[src/rtl/smm_coo_tx_if.sv]
// smm_coo_tx_if: bus bundle for the dense-to-COO encoder.
//   Dense input side : in_valid_size, in_size, in_valid, in_ready, in_val
//   Size toward SMM  : out_valid_size, out_size
//   Triplet output   : out_valid, out_ready, out_row, out_col, out_val, out_last
//   Status           : nnz_cnt, done
// modport master is the encoder itself; modport slave is the surrounding
// environment (dense source plus triplet sink).
interface smm_coo_tx_if;
  logic        in_valid_size;
  logic        in_size;
  logic        in_valid;
  logic        in_ready;
  logic [3:0]  in_val;
  logic        out_valid_size;
  logic        out_size;
  logic        out_valid;
  logic        out_ready;
  logic [4:0]  out_row;
  logic [4:0]  out_col;
  logic [3:0]  out_val;
  logic        out_last;
  logic [10:0] nnz_cnt;
  logic        done;

  modport master (
    input  in_valid_size, in_size, in_valid, in_val, out_ready,
    output in_ready, out_valid_size, out_size, out_valid, out_row, out_col,
           out_val, out_last, nnz_cnt, done
  );

  modport slave (
    output in_valid_size, in_size, in_valid, in_val, out_ready,
    input  in_ready, out_valid_size, out_size, out_valid, out_row, out_col,
           out_val, out_last, nnz_cnt, done
  );
endinterface

[src/rtl/smm_coo_tx.sv]
// smm_coo_tx: dense-to-sparse (COO) stream encoder for the SMM operand ports.
// Accepts a frame size, then a 16x16 or 32x32 dense matrix in raster order (one
// 4-bit element per handshake), and emits each nonzero as a (row, col, val)
// triplet through an elastic FIFO, flagging the final triplet with out_last.
// Ports:
//   clk  - rising-edge clock
//   rst  - synchronous active-high reset
//   bus  - smm_coo_tx_if.master (dense input, size pulse, triplet output, status)
// Parameters:
//   FIFO_DEPTH - output FIFO entries, power of two, >= 2
// Build option:
//   SMM_COO_TX_TRANSPOSE_EN - when defined, out_row carries the column index and
//   out_col the row index (operand B fed transposed); emission order unchanged.
module smm_coo_tx #(
  parameter int unsigned FIFO_DEPTH = 4
) (
  input logic          clk,
  input logic          rst,
  smm_coo_tx_if.master bus
);

  localparam int unsigned PtrW = $clog2(FIFO_DEPTH);
  localparam int unsigned CntW = PtrW + 1;

  localparam logic [2:0] StIdle  = 3'd0;
  localparam logic [2:0] StSize  = 3'd1;
  localparam logic [2:0] StScan  = 3'd2;
  localparam logic [2:0] StFlush = 3'd3;
  localparam logic [2:0] StDrain = 3'd4;
  localparam logic [2:0] StDone  = 3'd5;

  logic [2:0]      state_q, state_d;
  logic            size_q;
  logic [4:0]      row_q, col_q;
  logic            hold_valid_q;
  logic [4:0]      hold_row_q, hold_col_q;
  logic [3:0]      hold_val_q;
  // FIFO entry: {row[4:0], col[4:0], val[3:0], last}
  logic [14:0]     mem_q [FIFO_DEPTH];
  logic [PtrW-1:0] wr_ptr_q, rd_ptr_q;
  logic [CntW-1:0] count_q;
  logic [10:0]     nnz_q;

  logic [4:0]  max_idx;
  logic        fifo_full, fifo_empty;
  logic        accept, nonzero, last_elem;
  logic        push, pop;
  logic [14:0] push_data;
  logic [14:0] head;

  assign max_idx    = size_q ? 5'd31 : 5'd15;
  assign fifo_full  = (count_q == CntW'(FIFO_DEPTH));
  assign fifo_empty = (count_q == '0);
  assign accept     = (state_q == StScan) && !fifo_full && bus.in_valid;
  assign nonzero    = (bus.in_val != 4'd0);
  assign last_elem  = (row_q == max_idx) && (col_q == max_idx);
  assign pop        = !fifo_empty && bus.out_ready;

  always_comb begin
    state_d   = state_q;
    push      = 1'b0;
    push_data = {hold_row_q, hold_col_q, hold_val_q, 1'b0};
    case (state_q)
      StIdle:  if (bus.in_valid_size) state_d = StSize;
      StSize:  state_d = StScan;
      StScan: begin
        // A new nonzero displaces the held one, which is known not to be last.
        if (accept && nonzero && hold_valid_q) push = 1'b1;
        if (accept && last_elem) state_d = StFlush;
      end
      StFlush: begin
        if (!hold_valid_q) begin
          state_d = StDrain;
        end else if (!fifo_full) begin
          push         = 1'b1;
          push_data[0] = 1'b1;
          state_d      = StDrain;
        end
      end
      StDrain: if (fifo_empty) state_d = StDone;
      StDone:  state_d = StIdle;
      default: state_d = StIdle;
    endcase
  end

  always_ff @(posedge clk) begin
    if (rst) begin
      state_q      <= StIdle;
      size_q       <= 1'b0;
      row_q        <= '0;
      col_q        <= '0;
      hold_valid_q <= 1'b0;
      hold_row_q   <= '0;
      hold_col_q   <= '0;
      hold_val_q   <= '0;
      wr_ptr_q     <= '0;
      rd_ptr_q     <= '0;
      count_q      <= '0;
      nnz_q        <= '0;
    end else begin
      state_q <= state_d;
      if (state_q == StIdle && bus.in_valid_size) begin
        size_q       <= bus.in_size;
        row_q        <= '0;
        col_q        <= '0;
        hold_valid_q <= 1'b0;
        nnz_q        <= '0;
      end
      if (accept) begin
        if (col_q == max_idx) begin
          col_q <= '0;
          row_q <= row_q + 5'd1;
        end else begin
          col_q <= col_q + 5'd1;
        end
        if (nonzero) begin
          hold_valid_q <= 1'b1;
          hold_row_q   <= row_q;
          hold_col_q   <= col_q;
          hold_val_q   <= bus.in_val;
        end
      end
      if (state_q == StFlush && push) hold_valid_q <= 1'b0;
      if (push) wr_ptr_q <= wr_ptr_q + PtrW'(1);
      if (pop) begin
        rd_ptr_q <= rd_ptr_q + PtrW'(1);
        nnz_q    <= nnz_q + 11'd1;
      end
      count_q <= count_q + CntW'(push) - CntW'(pop);
    end
  end

  // Storage needs no reset: entries are only read while count_q is nonzero.
  always_ff @(posedge clk) begin
    if (push) mem_q[wr_ptr_q] <= push_data;
  end

  assign head = mem_q[rd_ptr_q];

  assign bus.in_ready       = (state_q == StScan) && !fifo_full;
  assign bus.out_valid_size = (state_q == StSize);
  assign bus.out_size       = (state_q == StSize) ? size_q : 1'b0;
  assign bus.out_valid      = !fifo_empty;
`ifdef SMM_COO_TX_TRANSPOSE_EN
  assign bus.out_row        = fifo_empty ? 5'd0 : head[9:5];
  assign bus.out_col        = fifo_empty ? 5'd0 : head[14:10];
`else
  assign bus.out_row        = fifo_empty ? 5'd0 : head[14:10];
  assign bus.out_col        = fifo_empty ? 5'd0 : head[9:5];
`endif
  assign bus.out_val        = fifo_empty ? 4'd0 : head[4:1];
  assign bus.out_last       = fifo_empty ? 1'b0 : head[0];
  assign bus.nnz_cnt        = nnz_q;
  assign bus.done           = (state_q == StDone);

endmodule

[src/flat_wrapper.sv]
// flat-port wrapper written by rule: the top's interface ports become plain ports
module smm_coo_tx_flat 
#(
  parameter int unsigned FIFO_DEPTH = 4
)
  (clk, rst, bus_in_valid_size, bus_in_size, bus_in_valid, bus_in_val, bus_out_ready, bus_in_ready, bus_out_valid_size, bus_out_size, bus_out_valid, bus_out_row, bus_out_col, bus_out_val, bus_out_last, bus_nnz_cnt, bus_done);
  smm_coo_tx_if bus_i ();
  input logic clk;
  input logic rst;
  input wire logic [$bits(bus_i.in_valid_size)-1:0] bus_in_valid_size;
  input wire logic [$bits(bus_i.in_size)-1:0] bus_in_size;
  input wire logic [$bits(bus_i.in_valid)-1:0] bus_in_valid;
  input wire logic [$bits(bus_i.in_val)-1:0] bus_in_val;
  input wire logic [$bits(bus_i.out_ready)-1:0] bus_out_ready;
  output wire logic [$bits(bus_i.in_ready)-1:0] bus_in_ready;
  output wire logic [$bits(bus_i.out_valid_size)-1:0] bus_out_valid_size;
  output wire logic [$bits(bus_i.out_size)-1:0] bus_out_size;
  output wire logic [$bits(bus_i.out_valid)-1:0] bus_out_valid;
  output wire logic [$bits(bus_i.out_row)-1:0] bus_out_row;
  output wire logic [$bits(bus_i.out_col)-1:0] bus_out_col;
  output wire logic [$bits(bus_i.out_val)-1:0] bus_out_val;
  output wire logic [$bits(bus_i.out_last)-1:0] bus_out_last;
  output wire logic [$bits(bus_i.nnz_cnt)-1:0] bus_nnz_cnt;
  output wire logic [$bits(bus_i.done)-1:0] bus_done;
  assign bus_i.in_valid_size = bus_in_valid_size;
  assign bus_i.in_size = bus_in_size;
  assign bus_i.in_valid = bus_in_valid;
  assign bus_i.in_val = bus_in_val;
  assign bus_i.out_ready = bus_out_ready;
  assign bus_in_ready = bus_i.in_ready;
  assign bus_out_valid_size = bus_i.out_valid_size;
  assign bus_out_size = bus_i.out_size;
  assign bus_out_valid = bus_i.out_valid;
  assign bus_out_row = bus_i.out_row;
  assign bus_out_col = bus_i.out_col;
  assign bus_out_val = bus_i.out_val;
  assign bus_out_last = bus_i.out_last;
  assign bus_nnz_cnt = bus_i.nnz_cnt;
  assign bus_done = bus_i.done;
  smm_coo_tx #(.FIFO_DEPTH(FIFO_DEPTH)) u_core (.clk(clk), .rst(rst), .bus(bus_i));
endmodule
[config.mk]
export PLATFORM = sky130hd
export DESIGN_NAME = smm_coo_tx_flat
export DESIGN_NICKNAME = d
export VERILOG_FILES = /design/src/rtl/smm_coo_tx_if.sv /design/src/rtl/smm_coo_tx.sv /design/src/flat_wrapper.sv
export SDC_FILE = /design/constraint.sdc
export NUM_CORES = 1
export LEC_CHECK = 0
export CAP_MARGIN = 20
export CORE_MARGIN = 2
export CORE_UTILIZATION = 31
export DETAILED_ROUTE_END_ITERATION = 16
export PLACE_DENSITY_LB_ADDON = 0.1
export SYNTH_ARGS = -nofsm -noshare
export SYNTH_HDL_FRONTEND = slang
export SYNTH_SLANG_ARGS = --single-unit
export TNS_END_PERCENT = 1
[constraint.sdc]
create_clock -name clk -period 3.2 [get_ports clk]
set_input_delay 0.64 -clock clk [delete_from_list [all_inputs] [get_ports clk]]
set_output_delay 0.64 -clock clk [all_outputs]
set_load 0.01 [all_outputs]
After elaboration in Yosys (flattened, before gate mapping):

Memories as Yosys holds them, arrays and structs flattened. A register that Yosys moved wholly into a read port is not among the register bits.
Cells that the tools add are included.

* register bits after elaboration: 47
* bits in latches: 0
* bits in writable memories: 60
* memory bits (read-only): 0
* input port bits: 10
* output and inout bits: 31
* word-level logic and storage cells: 83
* memories: 1

Memories
* u_core.mem_q: depth 4, width 15, read ports 1, clocked after memory_dff 1, wr ports 1, line smm_coo_tx.sv:39 `logic [14:0] mem_q [FIFO_DEPTH];`

* $add $sub $neg: 7
* multipliers: 0
* div/mod/pow operators: 0
* magnitude comparators: 0
* equality and inequality tests: 12
* shift-type cells: 0
* multiplexer cells: 32
* bitwise gates (word level): 0
* reductions and logical operators: 19

Operator list (count)
* $mux 5: 9
* $mux 11: 2
* $mux 3: 5
* $pmux 3 s5: 1
* $add 11x1->11 const B: 1
* $mux 1: 11
* $add 5x1->5 const B: 2
* $eq 5x5->1: 2
* $eq 3x3->1 const B: 3
* $logic_and 1x1->1: 9
* $eq 3x2->1 const B: 2
* $logic_not 3->1: 2
* $add 2x1->2 const B: 2
* $mux 2: 2
* $mux 4: 1
* $ne 2x2->1 const B: 2
* $reduce_and 4->1: 1
* $reduce_bool 2->1: 2
* $reduce_bool 4->1: 1
* $add 3x1->3: 1
* $eq 3x1->1 const B: 1
* $ne 3x3->1 const B: 1
* $sub 3x1->3: 1
* $logic_not 1->1: 2
* 4 further kinds: 4

Depth between registers and ports, before layout:

Gate-level depths: netlist of the first run.

* depth in word-level cells: 10
* mapped depth: 11
* gate-level depth less buffers: 10

Worst setup path after synthesis of the first run:

Ideal clock, no wire load.

* kind: reg2reg
* from: reg u_core.count_q[2]
* to: reg u_core.count_q[2]
* library setup time: 0.128 ns
* arrival time: 2.334 ns
* required time: 3.072 ns
* setup slack: 0.738 ns
* cell stages (with the launch flop): 12
* path buffers: 1
* period minus slack after synthesis: 2.462 ns
* cell sequence: dfxtp_1 -> o31ai_2 -> inv_1 -> clkbuf_1 -> ha_1 -> inv_1 -> ha_1 -> inv_1 -> fa_1 -> xor2_1 -> xnor2_1 -> nor2_1

* elaborated cells between the ends (all ways): 15
* those cells by class: add/sub (2); eq/ne (1); mux (4); reduce/logical (8)

RTL lines
* from (decl): line smm_coo_tx.sv:41 `logic [CntW-1:0] count_q;`
* from (signal assigned): line smm_coo_tx.sv:129 `count_q <= count_q + CntW'(push) - CntW'(pop);`
* $logic_not 3->1: line smm_coo_tx.sv:53 `assign fifo_empty = (count_q == '0);`
* $logic_not 1->1: line smm_coo_tx.sv:57 `assign pop = !fifo_empty && bus.out_ready;`
* $logic_and 1x1->1: line smm_coo_tx.sv:57
* via u_core.pop: line smm_coo_tx.sv:47 `logic push, pop;`
* $sub 3x1->3: line smm_coo_tx.sv:129

The timed path passes the listed nets, and every way through them passes these cells.
A chain may end at the register's enable or synchronous reset.

==> run metrics, run 1 <==
Vias 2820; Worst EP arrival 2.14 ns; Mapped Area 4600 um^2; clk_lat worst skew 0.35 ns; DP Area 5240 um^2; GR Overflow Total 0; Fmax 360 MHz; Clock Sinks 109; sequential share of power 0.441; nets 419; Worst path depth 4; hold buffer count at cts 0; Slew headroom 0.556; wire length per cell 15.9 um; die area 15800 um^2; Starting Density 0.317; PwrDens 646 nW/um^2; NetSw 1010 uW; metal1 wirelength 4.69 mm; vias in the first global route 2806; initial antenna violation count 0; met3 wire length 304 um; Critical Path RT 2.56 ns; Clock transition at path regs 0.07 ns; Sw Share 0.283; Clock Skews 0.00642 ns; final wirelength 9.37 mm; Hold Path Origin u_core.bus.nnz_cnt[10]; Die Y 126 um; uppermost layer routed met4; H-Tree Depth 3; worst path cell trace buf_4 > mux4_2 > nor2b_1 > clkdlybuf4s50_1; Area Overhead vs Synth 20.6%; CTS Buf Count 9; pin count of the biggest net entering global routing 28; num rows 44; crit path capture type output pin; Final Wtd Congestion 0.722; Comb power frac 0.238; critical path class reg -> out; Reg2Reg Depth 10; DRC errors left 0; DIE WIDTH 126 um; first-pass GRT wire length 15.2 mm; Final Max Slew Viols 0; syn nets 375; startpoint types register; ANT cells 0; Routed Antenna Nets 0; share of cells above drive strength 1 0.136; Post-Layout Cell Count 588; Setup Total Neg Slack 0 ns; Tmin final 2.78 ns; Setup Buffers After CTS 0; vias per std cell 4.80; worst hold slack 0.485 ns; PostCTS Resize Cnt 0; 1st-iter DRT viols 167; Final Instance Area 5550 um^2; fill count 1432; Slowest Stage Delay on Critical Path 0.55 ns; GRT Overall Usage 0.124; Top delay family on crit path buffers and inverters; outcome finished, final reports clean; fin crit share 0.868; largest fanout on the critical path 15; Power Total 3580 uW; maxcap violations 0; worst vdd ir 0.241 mV; EDFF count, synth 60; worst slew pin tran 0.662 ns; Pleak 0.00198 uW; Max stage delay cell, worst path mux4_2; worst hold path depth 2; worst hold path type reg -> reg; reg-to-reg endpoint u_core.count_q[2]; clk root buf clkbuf_16; Cell variety after synth 54; drt pass-1 iters 4; Synth Flop Type edfxtp_1; RSZ-0062 raised after global routing no; met2 WL post-DR 4.22 mm; Final HPWL DP 6.12 mm; placed cells 572; endpoints failing hold 0; Int Power 2570 uW; R2R setup slack 0.68 ns; Worst Path Buf+Inv 2; IO Pins 41; Reg-to-Reg Start u_core.count_q[2]; Syn Area/Cell 13.0 um^2; clk buf depth 2; final setup fails 0; hold path endpoint u_core.bus.nnz_cnt[10]; core area 14500 um^2; CTS tree yes; yosys warns 0; sequential area share after synthesis 0.605; clock share of power 0.321; Mapped Cells 355; Async SR Flop Fraction 0; PortBufs 40; Synth Register Bits 109
-- metal layers --
metal / global-route usage / vias to the layer above
li1: - / 1408
met1: 0.168 / 1362
met2: 0.196 / 40
met3: 0.0263 / 10
met4: 0.0465 / 0
met5: 0 / -
-- worst max-delay path by stage --
stage	start	end	slack, ns
6_report	register	bus_out_row[4]	0.42
5_1_grt	register	bus_out_col[4]	0.30
4_1_cts	register	bus_out_col[4]	0.36
3_5_place_dp	bus_in_valid	u_core.count_q[2]	0.29
3_3_place_gp	bus_in_valid	u_core.count_q[2]	0.32
2_1_floorplan	u_core.count_q[2]	u_core.count_q[2]	0.74
-- state kept, by name, indices dropped and copies added, names as in the netlist, named ones only --
name and cells:
u_core.mem_q 60, u_core.bus.nnz_cnt 11, u_core.col_q 5, u_core.hold_col_q 5
u_core.hold_row_q 5, u_core.row_q 5, u_core.hold_val_q 4, u_core.count_q 3
u_core.state_q 3, u_core.rd_ptr_q 2, u_core.wr_ptr_q 2, u_core.hold_valid_q 1
u_core.size_q 1
-- layout make-up --
type                            instances  area, um^2  share of cell area
Sequential cell                       109        2780               0.501
Multi-Input combinational cell        217        1710               0.308
Timing Repair Buffer                   51         478              0.0861
Tap cell                              184         230              0.0415
Clock buffer                            9         225              0.0406
Clock inverter                          7        85.1              0.0153
Inverter                               11        41.3             0.00744
-- layout by cell type (no fill, tap or decap), types with 3 or more instances in the layout --
cell              n
dfxtp_1          49
nand3b_1          3
a31oi_1           3
xor2_1            3
and2_1            8
buf_4            11
nand2_1          13
xnor2_1           3
clkdlybuf4s50_1  39
nand4_1           7
nor3b_1           6
mux2i_1          15
clkbuf_16         9
edfxtp_1         60
nand3_1          12
a211oi_1          4
mux4_2           15
a21oi_1          12
a2111oi_0         3
ha_1              9
and3_1            4
nor3_1            3
o31ai_1           3
inv_1            11
nor2b_1          18
nor2_1           41
-- worst reg2reg max path, cell delays in order (launching register included) --
cell	delay [ns]
dfxtp_1	0.38
o31ai_2	0.64
inv_1	0.14
ha_1	0.32
inv_1	0.05
ha_1	0.13
inv_1	0.04
fa_1	0.36
xor2_1	0.16
xnor2_1	0.15
nor2_1	0.05
-- power groups by stage --
| stage | combinational (uW) | sequential (uW) | clock (uW) |
|---|---|---|---|
| 6_report | 854 | 1580 | 1150 |
| 2_1_floorplan | 546 | 1590 | 0 |
| 4_1_cts | 890 | 1580 | 1180 |
| 3_3_place_gp | 882 | 1610 | 0 |
| 3_5_place_dp | 888 | 1610 | 0 |
| 5_1_grt | 957 | 1590 | 1240 |
-- cells in the mapped netlist (2+ instances only) --
library cell,instances,area [um^2]
a2111oi_0,3,26.3
o21ai_0,2,10.0
nand3_1,12,60.1
dfxtp_1,49,981
nor2_1,41,154
and2_1,8,50.1
inv_1,11,41.3
mux2i_1,15,150
nor3b_1,6,45.0
a211oi_1,4,30.0
ha_1,9,113
clkbuf_1,9,33.8
a21oi_1,12,60.1
nand3b_1,3,22.5
nand2_1,13,48.8
mux4_2,15,338
buf_1,4,15.0
xor2_1,3,26.3
and3_1,4,25.0
a22oi_1,2,15.0
edfxtp_1,60,1800
xnor2_1,3,26.3
o2111a_1,2,22.5
mux2_2,2,22.5
nand4_1,7,43.8
nor3_1,4,20.0
o31ai_1,3,22.5
a31oi_1,3,18.8
nor2b_1,18,113
buf_2,4,20.0
-- cells by family after synthesis --
| group | synth area share |
|---|---|
| adder cells (fa/ha/maj) | 0.0288 |
| AND/OR/NAND/NOR | 0.155 |
| flip-flops | 0.605 |
| XOR/XNOR | 0.0114 |
| buffers and inverters | 0.0256 |
| multiplexers | 0.113 |
| AO/OA/AOI/OAI | 0.0609 |
-- through the flow --
step | setup slack (ns) | util
2_1_floorplan | 0.738 | -
3_3_place_gp | 0.317 | 0.360
3_5_place_dp | 0.287 | 0.360
4_1_cts | 0.356 | 0.382
5_1_grt | 0.300 | 0.382
6_report | 0.422 | 0.382
No activity file was read; power rests on OpenSTA's default activity.
==> run 2: changes to the inputs <==
--- a/config.mk
+++ b/config.mk
@@ -7,7 +7,7 @@
 export LEC_CHECK = 0
 export CAP_MARGIN = 20
 export CORE_MARGIN = 2
-export CORE_UTILIZATION = 31
+export CORE_UTILIZATION = 57
 export DETAILED_ROUTE_END_ITERATION = 16
 export PLACE_DENSITY_LB_ADDON = 0.1
 export SYNTH_ARGS = -nofsm -noshare
==> run 2 against run 1 <==
Final cell count decreased by 14%. Global-route usage increased by 8.0 points. Count of clock-buffer cells in the layout increased by 1. Register-to-register slack got worse by 0.02 ns. Hold slack improved by 0.0030 ns. Critical path depth decreased by 1. Combinational power decreased by 3.3%. Routed wire length decreased by 12%. Non-clock buffer count decreased by 2. Clock power decreased by 37%.
==> run metrics, run 2 (synthesis results as in run 1) <==
Critical Path Start u_core.count_q[2]; PostCTS Resize Cnt 0 (unchanged); Clock Skews 0.00843 ns (+0.00200 ns); initial antenna violation count 0 (unchanged); vias in the first global route 2797 (-0.32%); Slowest Stage Delay on Critical Path 0.87 ns (+0.32 ns); fin crit share 0.913 (+0.0450); CTS tree yes; Post-Layout Cell Count 504 (-14%); GRT Overall Usage 0.204 (+0.0803); critical path class reg -> out; clk buf depth 2 (unchanged); reg-to-reg endpoint u_core.count_q[2]; Area Overhead vs Synth 14.9%; sequential share of power 0.505 (+0.064); GR Overflow Total 0 (unchanged); Fmax 342 MHz (-4.9%); num rows 32 (-27%); worst path cell trace nor3_2 > nor2b_1 > clkdlybuf4s50_1; drt pass-1 iters 4 (unchanged); Final HPWL DP 5.58 mm (-8.9%); largest fanout on the critical path 16 (+1); H-Tree Depth 3 (unchanged); Worst EP arrival 2.28 ns (+0.14 ns); NetSw 905 uW (-11%); met2 WL post-DR 3.91 mm (-7.5%); core area 7770 um^2 (-47%); IO Pins 41 (unchanged); Critical Path RT 2.56 ns (about the same); Tmin final 2.92 ns (+0.144 ns); final wirelength 8.26 mm (-12%); wire length per cell 16.4 um (+2.8%); worst hold path depth 2 (unchanged); first-pass GRT wire length 13.7 mm (-10%); Reg-to-Reg Start u_core.count_q[2]; clock share of power 0.231 (-0.090); Clock Sinks 109 (unchanged); share of cells above drive strength 1 0.124 (-0.0118); metal1 wirelength 3.90 mm (-17%); nets 417 (-0.48%); R2R setup slack 0.66 ns (-0.02 ns); Vias 2872 (+1.8%); commonest non-fill, non-tap cell in the layout edfxtp_1; ANT cells 0 (unchanged); clk root buf clkbuf_8; CTS Buf Count 9 (unchanged); RSZ-0062 raised after global routing no; clk_lat worst skew 0.36 ns (about the same); endpoints failing hold 0 (unchanged); Final Util 0.681 (+0.299); vias per std cell 5.70 (+19%); hold buffer count at cts 0 (unchanged); Final WS setup 0.278 ns (-0.144 ns); Setup Total Neg Slack 0 ns (unchanged); Final Wtd Congestion 0.824 (+14%); 1st-iter DRT viols 147 (-12%); Pleak 0.00190 uW (-3.8%); Largest register FFs 60 (unchanged); outcome finished, final reports clean; DRC errors left 0 (unchanged); crit path capture type output pin; Reg2Reg Depth 10 (unchanged); die area 8810 um^2 (-44%); Comb power frac 0.264 (+0.026); met3 wire length 346 um (+14%); maxcap violations 0 (unchanged); Routed Antenna Nets 0 (unchanged); Slew headroom 0.304 (-0.252); Starting Density 0.592 (+0.276); placed cells 488 (-15%); worst vdd ir 0.266 mV (+10%); Sw Share 0.289 (+0.00687); pin count of the biggest net entering global routing 43 (+54%); Top reg by flops u_core.mem_q; pre-CTS setup slack 0.267 ns (-0.0199 ns); worst hold path type reg -> reg; most frequent cells in the layout 60 x edfxtp_1, 49 x dfxtp_1, 41 x nor2_1; Power Total 3130 uW (-13%); final setup fails 0 (unchanged); startpoint types register; worst slew pin tran 1.04 ns (+0.376 ns); PwrDens 592 nW/um^2 (-8.4%); Max stage delay cell, worst path nor3_2; Int Power 2220 uW (-14%); uppermost layer routed met4; Clock transition at path regs 0.09 ns (+0.02 ns); Die Y 93.9 um (-25%); DIE WIDTH 93.9 um (-25%); PortBufs 40 (unchanged); Worst path depth 3 (-1); Worst Path Buf+Inv 1 (-1); critical path endpoint bus_out_col[4]; Setup Buffers After CTS 0 (unchanged); Top delay family on crit path simple AND/OR/NAND/NOR gates; Final Max Slew Viols 0 (unchanged)
run 2: cell count changes in the layout (fill, tap and decap cells not counted), moves of 2 or more:
cell       previous run  this run
buf_4                11         9
clkbuf_8              0         9
clkinv_1              0         2
clkbuf_16             9         0
clkinv_4              2         0
run 2: power by group through the flow:
stage          clock network [uW]  logic, uW  registers, uW
2_1_floorplan                   0        546           1590
3_3_place_gp                    0        825           1610
3_5_place_dp                    0        840           1610
4_1_cts                       735        842           1580
5_1_grt                       796        926           1590
6_report                      723        826           1580
run 2: stage by stage:
| step | hold slack [ns] | cell area, um^2 |
|---|---|---|
| 6_report | 0.488 | 5290 |
| 5_1_grt | 0.530 | 5290 |
| 4_1_cts | 0.494 | 5290 |
| 3_5_place_dp | 0.475 | 5120 |
| 3_3_place_gp | 0.462 | 5120 |
| 2_1_floorplan | 0.460 | 4600 |
run 2: how the worst min path moves through the flow:
| stage | end | slack (ns) | from |
|---|---|---|---|
| floorplan | u_core.mem_q[0][10] | 0.46 | u_core.hold_row_q[0] |
| global placement | u_core.bus.nnz_cnt[10] | 0.46 | u_core.bus.nnz_cnt[10] |
| detailed placement | u_core.bus.nnz_cnt[10] | 0.48 | u_core.bus.nnz_cnt[10] |
| CTS | u_core.bus.nnz_cnt[10] | 0.49 | u_core.bus.nnz_cnt[10] |
| global route | u_core.bus.nnz_cnt[8] | 0.53 | u_core.bus.nnz_cnt[8] |
| finish | u_core.bus.nnz_cnt[10] | 0.49 | u_core.bus.nnz_cnt[10] |
run 2: layer usage:
layer	vias to the layer above	global-route usage
met5	-	0
met4	0	0.0797
met3	9	0.0433
met2	63	0.321
met1	1399	0.280
li1	1401	-
run 2: layout make-up:
cell class / count / area, um^2
Sequential cell: 109 / 2780
Fill cell: 578 / 2480
Multi-Input combinational cell: 217 / 1710
Timing Repair Buffer: 49 / 463
Clock buffer: 10 / 128
Tap cell: 102 / 128
Inverter: 11 / 41.3
Clock inverter: 6 / 37.5
run 2: worst reg2reg max path, cell delays in order (launching register included):
cell and delay, ns:
dfxtp_1 0.40, o31ai_2 0.61, inv_1 0.13, ha_1 0.32, inv_1 0.06, ha_1 0.13
inv_1 0.04, fa_1 0.36, xor2_1 0.16, xnor2_1 0.15, nor2_1 0.05
==> run 3: changes to the inputs <==
--- a/config.mk
+++ b/config.mk
@@ -13,4 +13,3 @@
 export SYNTH_ARGS = -nofsm -noshare
 export SYNTH_HDL_FRONTEND = slang
 export SYNTH_SLANG_ARGS = --single-unit
-export TNS_END_PERCENT = 1
==> results of run 3 <==
No change in the layout: final DEF, timing and power equal those of run 2.
